<file path="src/rtl/riscv_multi_ctrl_hs.sv">
// Multicycle RISC-V controller FSM with a memory req/ready handshake,
// a full branch set, a wait-timeout watchdog and a sticky trap state.
module riscv_multi_ctrl_hs #(
  parameter int unsigned TIMEOUT = 16,
  parameter int unsigned CNT_W   = 8
) (
  input  logic       clk,
  input  logic       reset,
  input  logic [6:0] op,
  input  logic [2:0] funct3,
  input  logic       funct7b5,
  input  logic       Zero,
  input  logic       LT,
  input  logic       LTU,
  input  logic       MemReady,
  output logic       MemReq,
  output logic       MemWrite,
  output logic       AdrSrc,
  output logic       IRWrite,
  output logic       PCWrite,
  output logic       RegWrite,
  output logic [1:0] ALUSrcA,
  output logic [1:0] ALUSrcB,
  output logic [1:0] ResultSrc,
  output logic [2:0] ImmSrc,
  output logic [3:0] ALUControl,
  output logic       Trap,
  output logic [1:0] TrapCause
);

  typedef enum logic [3:0] {
    S_FETCH, S_DECODE, S_MEMADR, S_MEMREAD, S_MEMWB, S_MEMWRITE,
    S_EXECR, S_EXECI, S_ALUWB, S_BRANCH, S_JAL, S_LUI, S_TRAP
  } state_t;

  localparam logic [6:0] OP_LOAD  = 7'b0000011;
  localparam logic [6:0] OP_STORE = 7'b0100011;
  localparam logic [6:0] OP_R     = 7'b0110011;
  localparam logic [6:0] OP_I     = 7'b0010011;
  localparam logic [6:0] OP_BR    = 7'b1100011;
  localparam logic [6:0] OP_JAL   = 7'b1101111;
  localparam logic [6:0] OP_LUI   = 7'b0110111;

  localparam logic [CNT_W-1:0] WAIT_LAST = CNT_W'(TIMEOUT - 1);

  state_t           state, state_n;
  logic [1:0]       cause, cause_n;
  logic [CNT_W-1:0] wait_cnt;
  logic             taken;

  function automatic logic [3:0] alu_dec(input logic [2:0] f3, input logic f7, input logic is_r);
    unique case (f3)
      3'b000:  alu_dec = (is_r && f7) ? 4'b0001 : 4'b0000;
      3'b001:  alu_dec = 4'b0111;
      3'b010:  alu_dec = 4'b0101;
      3'b011:  alu_dec = 4'b0110;
      3'b100:  alu_dec = 4'b0100;
      3'b101:  alu_dec = f7 ? 4'b1001 : 4'b1000;
      3'b110:  alu_dec = 4'b0011;
      default: alu_dec = 4'b0010;
    endcase
  endfunction

  always_comb begin
    unique case (funct3)
      3'b000:  taken = Zero;
      3'b001:  taken = !Zero;
      3'b100:  taken = LT;
      3'b101:  taken = !LT;
      3'b110:  taken = LTU;
      3'b111:  taken = !LTU;
      default: taken = 1'b0;
    endcase
  end

  always_comb begin
    state_n    = state;
    cause_n    = cause;
    MemReq     = 1'b0;
    MemWrite   = 1'b0;
    AdrSrc     = 1'b0;
    IRWrite    = 1'b0;
    PCWrite    = 1'b0;
    RegWrite   = 1'b0;
    ALUSrcA    = 2'b00;
    ALUSrcB    = 2'b00;
    ResultSrc  = 2'b00;
    ALUControl = 4'b0000;
    Trap       = (state == S_TRAP);
    TrapCause  = cause;

    unique case (op)
      OP_STORE: ImmSrc = 3'b001;
      OP_BR:    ImmSrc = 3'b010;
      OP_JAL:   ImmSrc = 3'b011;
      OP_LUI:   ImmSrc = 3'b100;
      default:  ImmSrc = 3'b000;
    endcase

    unique case (state)
      S_FETCH: begin
        MemReq = 1'b1;
        if (MemReady) begin
          IRWrite   = 1'b1;
          PCWrite   = 1'b1;
          ALUSrcB   = 2'b10;
          ResultSrc = 2'b10;
          state_n   = S_DECODE;
        end
      end
      S_DECODE: begin
        ALUSrcA = 2'b01;
        ALUSrcB = 2'b01;
        unique case (op)
          OP_LOAD, OP_STORE: state_n = S_MEMADR;
          OP_R:              state_n = S_EXECR;
          OP_I:              state_n = S_EXECI;
          OP_BR:             state_n = S_BRANCH;
          OP_JAL:            state_n = S_JAL;
          OP_LUI:            state_n = S_LUI;
          default: begin
            state_n = S_TRAP;
            cause_n = 2'b01;
          end
        endcase
      end
      S_MEMADR: begin
        ALUSrcA = 2'b10;
        ALUSrcB = 2'b01;
        state_n = (op == OP_STORE) ? S_MEMWRITE : S_MEMREAD;
      end
      S_MEMREAD: begin
        MemReq = 1'b1;
        AdrSrc = 1'b1;
        if (MemReady) state_n = S_MEMWB;
      end
      S_MEMWB: begin
        ResultSrc = 2'b01;
        RegWrite  = 1'b1;
        state_n   = S_FETCH;
      end
      S_MEMWRITE: begin
        MemReq   = 1'b1;
        MemWrite = 1'b1;
        AdrSrc   = 1'b1;
        if (MemReady) state_n = S_FETCH;
      end
      S_EXECR: begin
        ALUSrcA    = 2'b10;
        ALUControl = alu_dec(funct3, funct7b5, 1'b1);
        state_n    = S_ALUWB;
      end
      S_EXECI: begin
        ALUSrcA    = 2'b10;
        ALUSrcB    = 2'b01;
        ALUControl = alu_dec(funct3, funct7b5, 1'b0);
        state_n    = S_ALUWB;
      end
      S_ALUWB: begin
        RegWrite = 1'b1;
        state_n  = S_FETCH;
      end
      S_BRANCH: begin
        ALUSrcA    = 2'b10;
        ALUControl = 4'b0001;
        PCWrite    = taken;
        if (funct3[2:1] == 2'b01) begin
          state_n = S_TRAP;
          cause_n = 2'b01;
        end else begin
          state_n = S_FETCH;
        end
      end
      S_JAL: begin
        ALUSrcA = 2'b01;
        ALUSrcB = 2'b10;
        PCWrite = 1'b1;
        state_n = S_ALUWB;
      end
      S_LUI: begin
        ALUSrcA = 2'b11;
        ALUSrcB = 2'b01;
        state_n = S_ALUWB;
      end
      default: ;
    endcase

    // Watchdog overrides the handshake wait; a same-cycle MemReady still wins.
    if ((TIMEOUT != 0) && MemReq && !MemReady && (wait_cnt == WAIT_LAST)) begin
      state_n = S_TRAP;
      cause_n = 2'b10;
    end

    if (reset) begin
      MemReq   = 1'b0;
      MemWrite = 1'b0;
      IRWrite  = 1'b0;
      PCWrite  = 1'b0;
      RegWrite = 1'b0;
    end
  end

  always_ff @(posedge clk) begin
    if (reset) begin
      state    <= S_FETCH;
      cause    <= 2'b00;
      wait_cnt <= '0;
    end else begin
      state <= state_n;
      cause <= cause_n;
      if (!MemReq || MemReady)
        wait_cnt <= '0;
      else if (wait_cnt != '1)
        wait_cnt <= wait_cnt + 1'b1;
    end
  end

endmodule
</file>
<file path="config.mk">
export PLATFORM = sky130hd
export DESIGN_NAME = riscv_multi_ctrl_hs
export DESIGN_NICKNAME = d
export VERILOG_FILES = /design/src/rtl/riscv_multi_ctrl_hs.sv
export SDC_FILE = /design/constraint.sdc
export NUM_CORES = 1
export LEC_CHECK = 0
export ABC_AREA = 1
export BUFFER_PORTS_ARGS = -buffer_cell sky130_fd_sc_hd__buf_2
export CAP_MARGIN = 30
export CORE_ASPECT_RATIO = 0.75
export CORE_MARGIN = 2
export CORE_UTILIZATION = 43
export DETAILED_ROUTE_END_ITERATION = 7
export PLACE_DENSITY = 0.69
export SYNTH_ARGS = -nofsm -noshare
export SYNTH_HDL_FRONTEND = slang
export SYNTH_SLANG_ARGS = --single-unit
</file>
<file path="constraint.sdc">
create_clock -name clk -period 1.8 [get_ports clk]
set_clock_uncertainty 0.15 [all_clocks]
set_input_delay 0.18 -clock clk [delete_from_list [all_inputs] [get_ports clk]]
set_output_delay 0.18 -clock clk [all_outputs]
set_load 0.005 [all_outputs]
</file>
## Word level (Yosys, flattened, before mapping)

Index checks and enable logic that the tools add are counted.

- Multiplexer cells: 35
- $add $sub $neg: 1
- Reduce and logical (&&, ||, !) cells: 29
- Eq/ne operators: 39

Operator list:

| operator | count |
|---|---|
| 4-bit one-hot mux with 7 select lines | 2 |
| 4-bit one-hot mux with 8 select lines | 1 |
| 4-bit one-hot mux with 6 select lines | 1 |
| 7-bit by 6-bit equality test with 1-bit output (second input constant) | 3 |
| 4-bit equality test (second input constant) | 5 |
| 4-bit two-way mux | 5 |
| 4-bit by 3-bit equality test with 1-bit output (second input constant) | 4 |
| 3-bit != test (second input constant) | 5 |
| 7-bit equality test (second input constant) | 2 |
| 1-bit two-way mux | 13 |
| 3-bit equality test (second input constant) | 4 |
| 2-bit one-hot mux with 3 select lines | 2 |
| 3-bit one-hot mux with 4 select lines | 1 |
| 4-bit one-hot mux with 3 select lines | 1 |
| 2-bit OR reduction | 6 |
| 4-bit OR reduction | 3 |
| 2-bit != test (second input constant) | 5 |
| 9-bit nonzero test | 1 |
| 8-bit by 1-bit adder with 8-bit output (second input constant) | 1 |
| 4-bit by 2-bit equality test with 1-bit output (second input constant) | 2 |
| 8-bit by 4-bit equality test with 1-bit output (second input constant) | 1 |
| 2-bit two-way mux | 4 |
| 8-bit != test (second input constant) | 1 |
| 2-bit one-hot mux with 2 select lines | 2 |
| other kinds (21) | 29 |

- Input port bits: 17
- Register bits: 14

## Logic depth before layout (Yosys ltp)

Gate-level depths: netlist (run 1).

- Depth after elaboration: 7
- Depth in mapped cells: 9

## Worst setup path after synthesis (run 1)

OpenSTA, ideal clock, no wires.

- Path kind: register to register
- Start: reg wait_cnt[0]
- End: reg wait_cnt[1]
- Stages on the path, launching flop included: 7
- Setup slack: 336 ps
- Library setup time: 116 ps
- Data arrival time: 1198 ps
- Data required time: 1534 ps
- Period minus slack after synthesis: 1464 ps
- Path buffers: 0
- Path through: dfxtp_1 -> ha_1 -> nand3_1 -> nor4_4 -> inv_1 -> nand2_1 -> a21oi_1

- Cells in the longest elaborated chain, start to end: 1
- Elaborated cells between the ends (all ways): 2
- Those cells by class: 1 x add/sub; 1 x eq/ne

RTL lines:

| item | line | text |
|---|---|---|
| start, declared | 48 | `logic [CNT_W-1:0] wait_cnt;` |
| start signal, assigned | 214 | `wait_cnt <= wait_cnt + 1'b1;` |
| 8-bit by 1-bit adder with 8-bit output / 8-bit != test (equally long branches) | 214, 213 |  |

Parallel ways exist; a longest one is shown, timed or not.
A chain may end at the register's enable or synchronous reset.

## Worst setup path after layout (run 1)

- Start: reg state[1]
- End: out ALUSrcB[0]

- Cells in the longest elaborated chain, start to end: 3
- Elaborated cells between the ends (all ways): 8
- Those cells by class: 5 x eq/ne; 1 x mux; 2 x reduce/logical

RTL lines:

| item | line | text |
|---|---|---|
| start, declared | 46 | `state_t state, state_n;` |
| start signal, assigned | 209 | `state <= state_n;` |
| 4-bit by 3-bit equality test with 1-bit output (tied with other cells) | 100 | `unique case (state)` |
| 4-bit OR reduction (no line) | -- |  |
| 2-bit one-hot mux with 3 select lines * | 100 |  |
| end, declared | 23 | `output logic [1:0] ALUSrcB,` |

Every way passes the cells marked *; elsewhere a longest branch is shown, timed or not.

==> impl_results.md, run 1 <==
* Antenna cells at 0
* Drt drc at 0
* CTS root buffer: clkbuf_8
* Mapped Avg Cell Area at 6.11 um^2
* Slew margin rel. at 78.0%
* Commonest non-fill, non-tap cell in the layout: nand2_1
* Pwr/cell area at 973 nW/um^2
* Hold Path Class: in -> reg
* Critical-path maximum fanout at 7
* Slack of the critical path at 0.0851 ns
* Core Util, Final at 58.8%
* Syn Std Cell Area at 1230 um^2
* H-tree depth at 1
* Die Wd at 65.7 um
* Nets at 265
* Final setup violation count at 0
* Post-DP HPWL at 2.42 mm
* Core area at 2660 um^2
* Max-cap violation count at 0
* Final min period at 1.71 ns
* Die ar. at 3300 um^2
* Final ANT Viol Nets at 0
* Drt pass-1 iters at 4
* Highest Signal Layer: met4
* Sequential cell area fraction in the yosys report at 22.8%
* Initial DRC count at 100
* Sink Count at 14
* WL met1 at 1.69 mm
* CTS Hold Buffers Added at 0
* Avg Vias per Cell at 4.91
* Gpl congestion at 0.997
* Vias at 1385
* Layout cells sized above 1 at 29.3%
* Internal reg-to-reg setup slack at 0.17 ns
* Worst-Margin Slew at 0.327 ns
* Clock Latency Late Sink at 0.24 ns
* Largest net degree at the start of global routing at 10
* Most frequent cells in the layout: nand2_1, buf_2, nor2_1
* Hold path depth at 2
* Worst R2R Path Depth at 6
* PortBufs at 38
* Hold Path Sink: state[2]$_SDFFE_PP0P_
* Initial antenna violation count at 0
* Fin. max-slew vios at 0
* Drt wl/cell at 10.5 um
* CTS Buf Count at 3
* Fin crit share at 95.3%
* Leakage power at 0.837 nW
* Synth warn at 0
* WP data arrival at 1.38 ns
* Std cell rows at 16
* Syn Nets at 219
* Top cells by area, synth: dfxtp_1, nand2_1, nor2_1, inv_1, a21oi_1
* Synth Register Bits at 14
* I/O Pins at 39
* Placed cells at 274
* Routed wl met3 at 251 um
* Fin. Hold Viols at 0
* Critical path data required time at 1.47 ns
* CTS max path bufs at 2
* Type of the worst setup path: reg -> out
* Area growth, synth to finish at 27.6%
* Remaining Overflow, GRT at 0
* Number of global-route vias before repair at 1122
* Mapped Cells at 201
* Synth cell types at 31
* FF-to-FF Start: wait_cnt[0]$_SDFFE_PP0P_
* Crit end category: output pin
* Pre-CTS setup slack at 0.170 ns
* Initial Util at 46.1%
* First-pass GRT wire length at 4.92 mm
* Die Ht at 50.3 um
* Post-place instance area at 1460 um^2
* Finished Layout Cells at 282
* Clock transition at path regs at 0.06 ns
* Max VDD drop at 0.000678 V
* DR WL met2 at 1.03 mm
* RR Endpoint: state[1]$_SDFFE_PP0P_
* Final instance area at 1570 um^2
* CP Launch Type: register
* Outcome: finished clean
* Routed wire length at 2.98 mm
* Area leader, netlist: dfxtp_1
* Gr usage total at 18.8%
* CTS tree: built
* Achievable Freq at 583 MHz
* Hold path startpoint: reset
* Yosys top cell area share at 22.8%
==> sequential cells by signal, summed over array words and instances (netlist names) <==
signal	count
TrapCause	2
state	4
wait_cnt	8
==> synthesized netlist by cell type <==
library cell	instances
a2111oi_2	1
a21oi_1	17
a21oi_2	1
a31oi_1	3
a31oi_4	1
clkbuf_1	1
clkinv_1	1
dfxtp_1	14
ha_1	1
inv_1	29
inv_2	3
nand2_1	47
nand2_2	2
nand2_4	4
nand3_1	14
nand3_4	1
nand4_1	3
nor2_1	32
nor2_2	1
nor2_4	3
nor3_1	3
nor4_4	1
o211ai_1	2
o21ai_0	5
o21ai_1	2
o21bai_1	2
o221ai_1	1
o22ai_1	1
or2_2	1
xnor2_1	1
xor2_1	3
==> timing repair <==
item,4_1_cts,5_1_grt
pin swaps,1,3
setup buffers,2,2
gates resized for setup,1,9
endpoints found under the setup margin,2,8
hold endpoints to repair,0,0
==> area by class of cell <==
cell class	instances	area, um^2
repair buffers	42	220
flip-flops and latches	14	288
clock buffers	4	55.1
fillers	266	1100
inverters	33	124
well taps	36	45.0
multi-input cells	153	835
==> worst max path at each step <==
stage,from,end,slack [ns],depth (start not counted)
CTS,state[1]$_SDFFE_PP0P_,PCWrite,0.0002,8
global route,state[2]$_SDFFE_PP0P_,PCWrite,-0.01,8
finish,state[1]$_SDFFE_PP0P_,ALUSrcB[0],0.09,6
floorplan,wait_cnt[0]$_SDFFE_PP0P_,wait_cnt[1]$_SDFFE_PP0P_,0.34,6
detailed placement,wait_cnt[0]$_SDFFE_PP0P_,wait_cnt[1]$_SDFFE_PP0P_,0.17,6
global placement,wait_cnt[0]$_SDFFE_PP0P_,TrapCause[0]$_SDFFE_PP0P_,0.19,6
==> per-stage QoR <==
step	hold WS [ns]	TNS, ns	total power, mW
after floorplan	0.254	0	0.929
after global placement	0.327	0	1.14
after detailed placement	0.331	0	1.14
after CTS	0.0745	0	1.48
after global routing	0.100	-0.0147	1.65
final	0.0751	0	1.52
==> power by group <==
group	internal (mW)	leakage, nW	switching, mW
sequential	0.360	0.116	0.0611
combinational	0.333	0.693	0.469
clock	0.193	0.0288	0.107
total	0.887	0.837	0.637
==> cells by family after synthesis <==
kind of cell | count (synthesis) | synth area share (%)
flops | 14 | 22.8
fa+ha+maj | 1 | 1.02
xor+xnor | 4 | 2.85
compound gates | 36 | 18.7
buf+inv | 34 | 10.4
simple gates | 112 | 44.2
==> layer usage <==
layer / GRT usage, % / up-vias
met5: 0 / -
met4: 2.08 / 0
met3: 4.93 / 2
met2: 24.4 / 57
met1: 30.9 / 584
li1: - / 742
==> critical path, cell delays in order, from the launching register on <==
cell and delay [ns]:
dfxtp_2 0.37, inv_1 0.13, nand2_1 0.14, nor2_4 0.19, inv_1 0.09, o211ai_1 0.08
buf_2 0.14
Note: power is estimated with default switching activity, not from simulation.
==> run 2, diff against run 1 <==
- GPL_TIMING_DRIVEN: unset -> 1
- REMOVE_ABC_BUFFERS: unset -> 1
==> run 2 against run 1 <==
Effect of this change:
- count of clock-buffer cells in the layout stayed put
- first-iteration DRC count fell by 35%
- combinational power is 5.1% lower
- critical path depth decreased by 1
- global-route usage increased by 0.58 points
- sequential power about the same
- fmax barely moved
- sequential cell count unchanged
- via count rose by 0.79%
- power decreased by 2.2%
- sequential share of layout area up 0.059 points
- highest routed layer unchanged
==> impl_results.md, run 2 (synthesis results as in run 1) <==
* Area growth, synth to finish at 27.2% (was 27.6%)
* Leakage power at 0.831 nW (was 0.837 nW)
* Drt drc at 0 (unchanged)
* Hold path startpoint: reset (unchanged)
* First-pass GRT wire length at 5.09 mm (was 4.92 mm)
* Fin crit share at 95.2% (was 95.3%)
* Layout cells sized above 1 at 29.8% (was 29.3%)
* Post-DP HPWL at 2.40 mm (was 2.42 mm)
* RR Endpoint: wait_cnt[0]$_SDFFE_PP0P_ (was state[1]$_SDFFE_PP0P_)
* Core Util, Final at 58.6% (was 58.8%)
* Largest net degree at the start of global routing at 10 (unchanged)
* Worst R2R Path Depth at 6 (unchanged)
* Gpl congestion at 0.982 (was 0.997)
* Die ar. at 3300 um^2 (unchanged)
* Max VDD drop at 0.000524 V (was 0.000678 V)
* Clock transition at path regs at 0.06 ns (about the same)
* Placed cells at 274 (unchanged)
* Nets at 264 (was 265)
* Hold Path Class: in -> reg (unchanged)
* WP buf/inv at 2 (was 3)
* Largest register FFs at 8 (unchanged)
* Hold Path Sink: state[2]$_SDFFE_PP0P_ (unchanged)
* Final setup violation count at 0 (unchanged)
* CP Launch Type: register (unchanged)
* Routed wire length at 2.98 mm (about the same)
* Crit end category: output pin (unchanged)
* Fin. max-slew vios at 0 (unchanged)
* Die Wd at 65.7 um (unchanged)
* CP max stage cell: dfxtp_2 (unchanged)
* Final Hold Slack at 0.0855 ns (was 0.0751 ns)
* CP peak stage delay at 0.38 ns (was 0.37 ns)
* Max-cap violation count at 0 (unchanged)
* Internal reg-to-reg setup slack at 0.12 ns (was 0.17 ns)
* WP data arrival at 1.38 ns (about the same)
* PortBufs at 38 (unchanged)
* Vias at 1396 (was 1385)
* Outcome: finished clean (unchanged)
* Initial antenna violation count at 0 (unchanged)
* Std cell rows at 16 (unchanged)
* Pre-CTS setup slack at 0.141 ns (was 0.170 ns)
* Finished Layout Cells at 281 (was 282)
* Most frequent cells in the layout: nand2_1, buf_2, nor2_1 (unchanged)
* Final min period at 1.71 ns (about the same)
* Fin. Hold Viols at 0 (unchanged)
* Remaining Overflow, GRT at 0 (unchanged)
* Achievable Freq at 584 MHz (was 583 MHz)
* Core area at 2660 um^2 (unchanged)
* Slack of the critical path at 0.0868 ns (was 0.0851 ns)
* Critical-path maximum fanout at 5 (was 7)
* I/O Pins at 39 (unchanged)
* Commonest non-fill, non-tap cell in the layout: nand2_1 (unchanged)
* Critical path data required time at 1.47 ns (about the same)
* Die Ht at 50.3 um (unchanged)
* CTS max path bufs at 2 (unchanged)
* Type of the worst setup path: reg -> out (unchanged)
* Pwr/cell area at 954 nW/um^2 (was 973 nW/um^2)
* Slew margin rel. at 76.7% (was 78.0%)
* Worst-Margin Slew at 0.349 ns (was 0.327 ns)
* Initial Util at 46.1% (unchanged)
* Antenna cells at 0 (unchanged)
* Worst path cell trace: inv_2, nor2_4, nand2_2, a2111oi_2, buf_2 (was inv_1, nand2_1, nor2_4, inv_1, o211ai_1, buf_2)
* Final instance area at 1560 um^2 (was 1570 um^2)
* Final ANT Viol Nets at 0 (unchanged)
* CTS root buffer: clkbuf_8 (unchanged)
* FF-to-FF Start: wait_cnt[0]$_SDFFE_PP0P_ (unchanged)
* Unrepaired setup endpoints after global routing: false
* Drt wl/cell at 10.6 um (was 10.5 um)
* CTS Buf Count at 3 (unchanged)
* Post-place instance area at 1460 um^2 (unchanged)
* Number of global-route vias before repair at 1163 (was 1122)
* Gr usage total at 19.4% (was 18.8%)
* H-tree depth at 1 (unchanged)
* Clock Latency Late Sink at 0.25 ns (was 0.24 ns)
* Total Power at 1.49 mW (was 1.52 mW)
* CTS tree: built (unchanged)
* Initial DRC count at 65 (was 100)
* Hold path depth at 2 (unchanged)
* Fill count at 275 (was 266)
* Register with the most flip-flops: wait_cnt (unchanged)
* Drt pass-1 iters at 4 (unchanged)
* Fin Setup TNS at 0 ns (unchanged)
* CP top delay family: flip-flops (unchanged)
* CTS Hold Buffers Added at 0 (unchanged)
* Avg Vias per Cell at 4.97 (was 4.91)
* Sink Count at 14 (unchanged)
[run 2: cell types whose count changed in the layout (fill, tap and decap cells not counted), sizes merged]
cell / delta
buf: -1
[run 2: cell type report]
type                    count  area, um^2  area share (%)
inverters                  33         124            7.93
well taps                  36        45.0            2.88
clock buffers               4        55.1            3.53
flip-flops and latches     14         288            18.4
repair buffers             41         213            13.6
multi-input cells         153         837            53.6
[run 2: worst max-delay path by stage]
stage          slack [ns]  cells after the start                     start                        end
5_1_grt             0.005                      5     state[2]$_SDFFE_PP0P_              ALUControl[2]
3_5_place_dp         0.14                      5  wait_cnt[0]$_SDFFE_PP0P_   wait_cnt[4]$_SDFFE_PP0P_
2_1_floorplan        0.34                      6  wait_cnt[0]$_SDFFE_PP0P_   wait_cnt[1]$_SDFFE_PP0P_
3_3_place_gp         0.18                      6  wait_cnt[0]$_SDFFE_PP0P_  TrapCause[0]$_SDFFE_PP0P_
6_report             0.09                      5     state[2]$_SDFFE_PP0P_              ALUControl[2]
4_1_cts             0.004                      8     state[0]$_SDFFE_PP0P_                    PCWrite
[run 2: routing by layer]
layer  vias to the layer above  GRT usage, %  wire, um
met5                         -             0         0
met2                        40          24.9      1050
met3                         2          4.93       210
met4                         0          2.78        10
li1                        738             -         -
met1                       616          31.9      1700
[run 2: repair_timing]
item                       in CTS  in global routing
resized for setup               2                  9
setup buffers                   1                  2
setup endpoints to repair       2                  9
pin swaps                       1                  4
[run 2: where the power goes]
part / total, mW / switching [mW] / internal, mW
clock network: 0.307 / 0.113 / 0.194
logic: 0.762 / 0.451 / 0.310
registers: 0.421 / 0.0613 / 0.360
total: 1.49 / 0.626 / 0.864
==> run 3, diff against run 2 <==
==> constraint.sdc (replaced) <==
create_clock -name clk -period 1.8 [get_ports clk]
set_clock_uncertainty 0.15 [all_clocks]
set_input_delay 0.09 -clock clk [delete_from_list [all_inputs] [get_ports clk]]
set_output_delay 0.09 -clock clk [all_outputs]
set_load 0.005 [all_outputs]
==> run 3 against run 2 <==
Effect of this change:
- power shrank 6.5%
- die area stayed put
- clock power is 19% lower
- cell count shrank 1.1%
- worst setup slack improved by 0.0052 ns
- register-to-register slack about the same
- sequential power fell by 2%
- via count is 1.1% lower
- cell area is 3.2% lower
- wire length down 0.64%
- critical path type unchanged
- largest power group unchanged
==> impl_results.md, run 3 (synthesis results as in run 1) <==
* Gr usage total at 18.6% (was 19.4%)
* Drt pass-1 iters at 4 (unchanged)
* Outcome: finished clean (unchanged)
* Number of global-route vias before repair at 1118 (was 1163)
* Die ar. at 3300 um^2 (unchanged)
* Hold path startpoint: reset (unchanged)
* Remaining Overflow, GRT at 0 (unchanged)
* Most frequent cells in the layout: nand2_1, buf_2, nor2_1 (unchanged)
* Die Ht at 50.3 um (unchanged)
* Commonest non-fill, non-tap cell in the layout: nand2_1 (unchanged)
* Fin. max-slew vios at 0 (unchanged)
* CP Launch Type: register (unchanged)
* CTS max path bufs at 2 (unchanged)
* Largest net degree at the start of global routing at 10 (unchanged)
* Slew margin rel. at 77.7% (was 76.7%)
* Std cell rows at 16 (unchanged)
* Clock Latency Late Sink at 0.24 ns (was 0.25 ns)
* RR Endpoint: wait_cnt[0]$_SDFFE_PP0P_ (unchanged)
* Worst path cell trace: nor2_4, nand2_4, nor2_2, inv_1, nand2_1, a21oi_1, nor2_1, buf_2 (was inv_2, nor2_4, nand2_2, a2111oi_2, buf_2)
* CP peak stage delay at 0.39 ns (was 0.38 ns)
* Drt drc at 0 (unchanged)
* Nets at 262 (was 264)
* Vias at 1381 (was 1396)
* Achievable Freq at 585 MHz (was 584 MHz)
* Slack of the critical path at 0.0920 ns (was 0.0868 ns)
* Internal reg-to-reg setup slack at 0.12 ns (about the same)
* Core area at 2660 um^2 (unchanged)
* Fin. Hold Viols at 0 (unchanged)
* CTS root buffer: clkbuf_8 (unchanged)
* CTS Buf Count at 3 (unchanged)
* Type of the worst setup path: reg -> out (unchanged)
* Critical path launch point: state[3]$_SDFFE_PP0P_ (was state[2]$_SDFFE_PP0P_)
* Post-DP HPWL at 2.44 mm (was 2.40 mm)
* Final min period at 1.71 ns (about the same)
* Pwr/cell area at 922 nW/um^2 (was 954 nW/um^2)
* Sink Count at 14 (unchanged)
* Sw Ratio at 44.0% (was 42.0%)
* Final ANT Viol Nets at 0 (unchanged)
* Worst-Margin Slew at 0.333 ns (was 0.349 ns)
* Routed wire length at 2.96 mm (was 2.98 mm)
* Int Power at 0.780 mW (was 0.864 mW)
* Area growth, synth to finish at 23.1% (was 27.2%)
* Clock network power share at 17.8% (was 20.6%)
* Register with the most flip-flops: wait_cnt (unchanged)
* CP top delay family: simple AND/OR/NAND/NOR gates (was flip-flops)
* Critical-path maximum fanout at 5 (unchanged)
* I/O Pins at 39 (unchanged)
* CP max stage cell: dfxtp_1 (was dfxtp_2)
* Max-cap violation count at 0 (unchanged)
* Drt wl/cell at 10.6 um (about the same)
* Initial antenna violation count at 0 (unchanged)
* Antenna cells at 0 (unchanged)
* Layout cells sized above 1 at 26.0% (was 29.8%)
* Leakage power at 0.813 nW (was 0.831 nW)
* Initial DRC count at 130 (was 65)
* First-pass GRT wire length at 4.91 mm (was 5.09 mm)
* Clock transition at path regs at 0.06 ns (about the same)
* Crit end category: output pin (unchanged)
* WP buf/inv at 2 (unchanged)
* Hold Path Class: in -> reg (unchanged)
* Critical Path Sink: PCWrite (was ALUControl[2])
* Total Power at 1.39 mW (was 1.49 mW)
* WP data arrival at 1.47 ns (was 1.38 ns)
* Final setup violation count at 0 (unchanged)
* Critical path data required time at 1.56 ns (was 1.47 ns)
* FF-to-FF Start: wait_cnt[0]$_SDFFE_PP0P_ (unchanged)
* CTS tree: built (unchanged)
* Initial Util at 46.1% (unchanged)
* Die Wd at 65.7 um (unchanged)
* CTS Hold Buffers Added at 0 (unchanged)
* H-tree depth at 1 (unchanged)
* Max VDD drop at 0.000496 V (was 0.000524 V)
* Avg Vias per Cell at 4.97 (about the same)
* Worst R2R Path Depth at 6 (unchanged)
* Comb power frac at 52.7% (was 51.1%)
* Seq pwr share at 29.5% (was 28.3%)
* PortBufs at 38 (unchanged)
* Gpl congestion at 0.932 (was 0.982)
* Switching power at 0.613 mW (was 0.626 mW)
* Pre-CTS setup slack at 0.167 ns (was 0.141 ns)
* Fin crit share at 94.9% (was 95.2%)
* Largest register FFs at 8 (unchanged)
* Cell depth of the worst setup path at 8 (was 5)
==> run 3: cell count changes in the layout (fill, tap and decap cells not counted), sizes merged <==
cell	change
buf	-2
clkbuf	-1
==> run 3: worst min-delay path by stage <==
stage,depth (start not counted),slack [ns],endpoint
final,2,0.005,state[2]$_SDFFE_PP0P_
after global routing,2,0.01,state[2]$_SDFFE_PP0P_
after CTS,2,0.008,state[2]$_SDFFE_PP0P_
after detailed placement,2,0.27,state[2]$_SDFFE_PP0P_
after global placement,2,0.25,state[2]$_SDFFE_PP0P_
after floorplan,1,0.002,state[2]$_SDFFE_PP0P_
==> run 3: final cells by class <==
| type | count | area (um^2) |
|---|---|---|
| Fill cell | 257 | 1150 |
| Tap cell | 36 | 45.0 |
| Timing Repair Buffer | 39 | 198 |
| Sequential cell | 14 | 282 |
| Multi-Input combinational cell | 153 | 822 |
| Clock buffer | 3 | 41.3 |
| Inverter | 33 | 124 |
==> run 3: power groups by stage <==
stage	clock (mW)	combinational (mW)	sequential, mW
detailed placement	0	0.725	0.414
floorplan	0	0.522	0.404
CTS	0.256	0.729	0.408
global placement	0	0.732	0.414
finish	0.248	0.733	0.411
global route	0.266	0.825	0.417
==> run 3: what timing repair did <==
item / 4_1_cts / 5_1_grt
setup endpoints to repair: 0 / 5
resized for setup: 0 / 2
setup buffers: 0 / 1
endpoints found under the hold margin: 0 / 0
==> run 3: per-stage QoR <==
step	setup TNS [ns]	cells	cell area [um^2]	hold WS (ns)	util [%]
after floorplan	0	200	1220	0.00244	-
after detailed placement	0	274	1460	0.266	54.8
final	0	278	1510	0.00467	56.8
after CTS	0	277	1500	0.00761	56.3
after global placement	0	274	1460	0.252	54.8
after global routing	-0.00919	278	1510	0.0140	56.8
==> run 3: metal layers <==
| layer | vias up | part of all wire, % | track usage (%) |
|---|---|---|---|
| met3 | 2 | 8.9 | 4.26 |
| met5 | - | 0 | 0 |
| li1 | 732 | - | - |
| met2 | 58 | 36 | 23.9 |
| met1 | 589 | 55 | 30.2 |
| met4 | 0 | 0.30 | 4.17 |
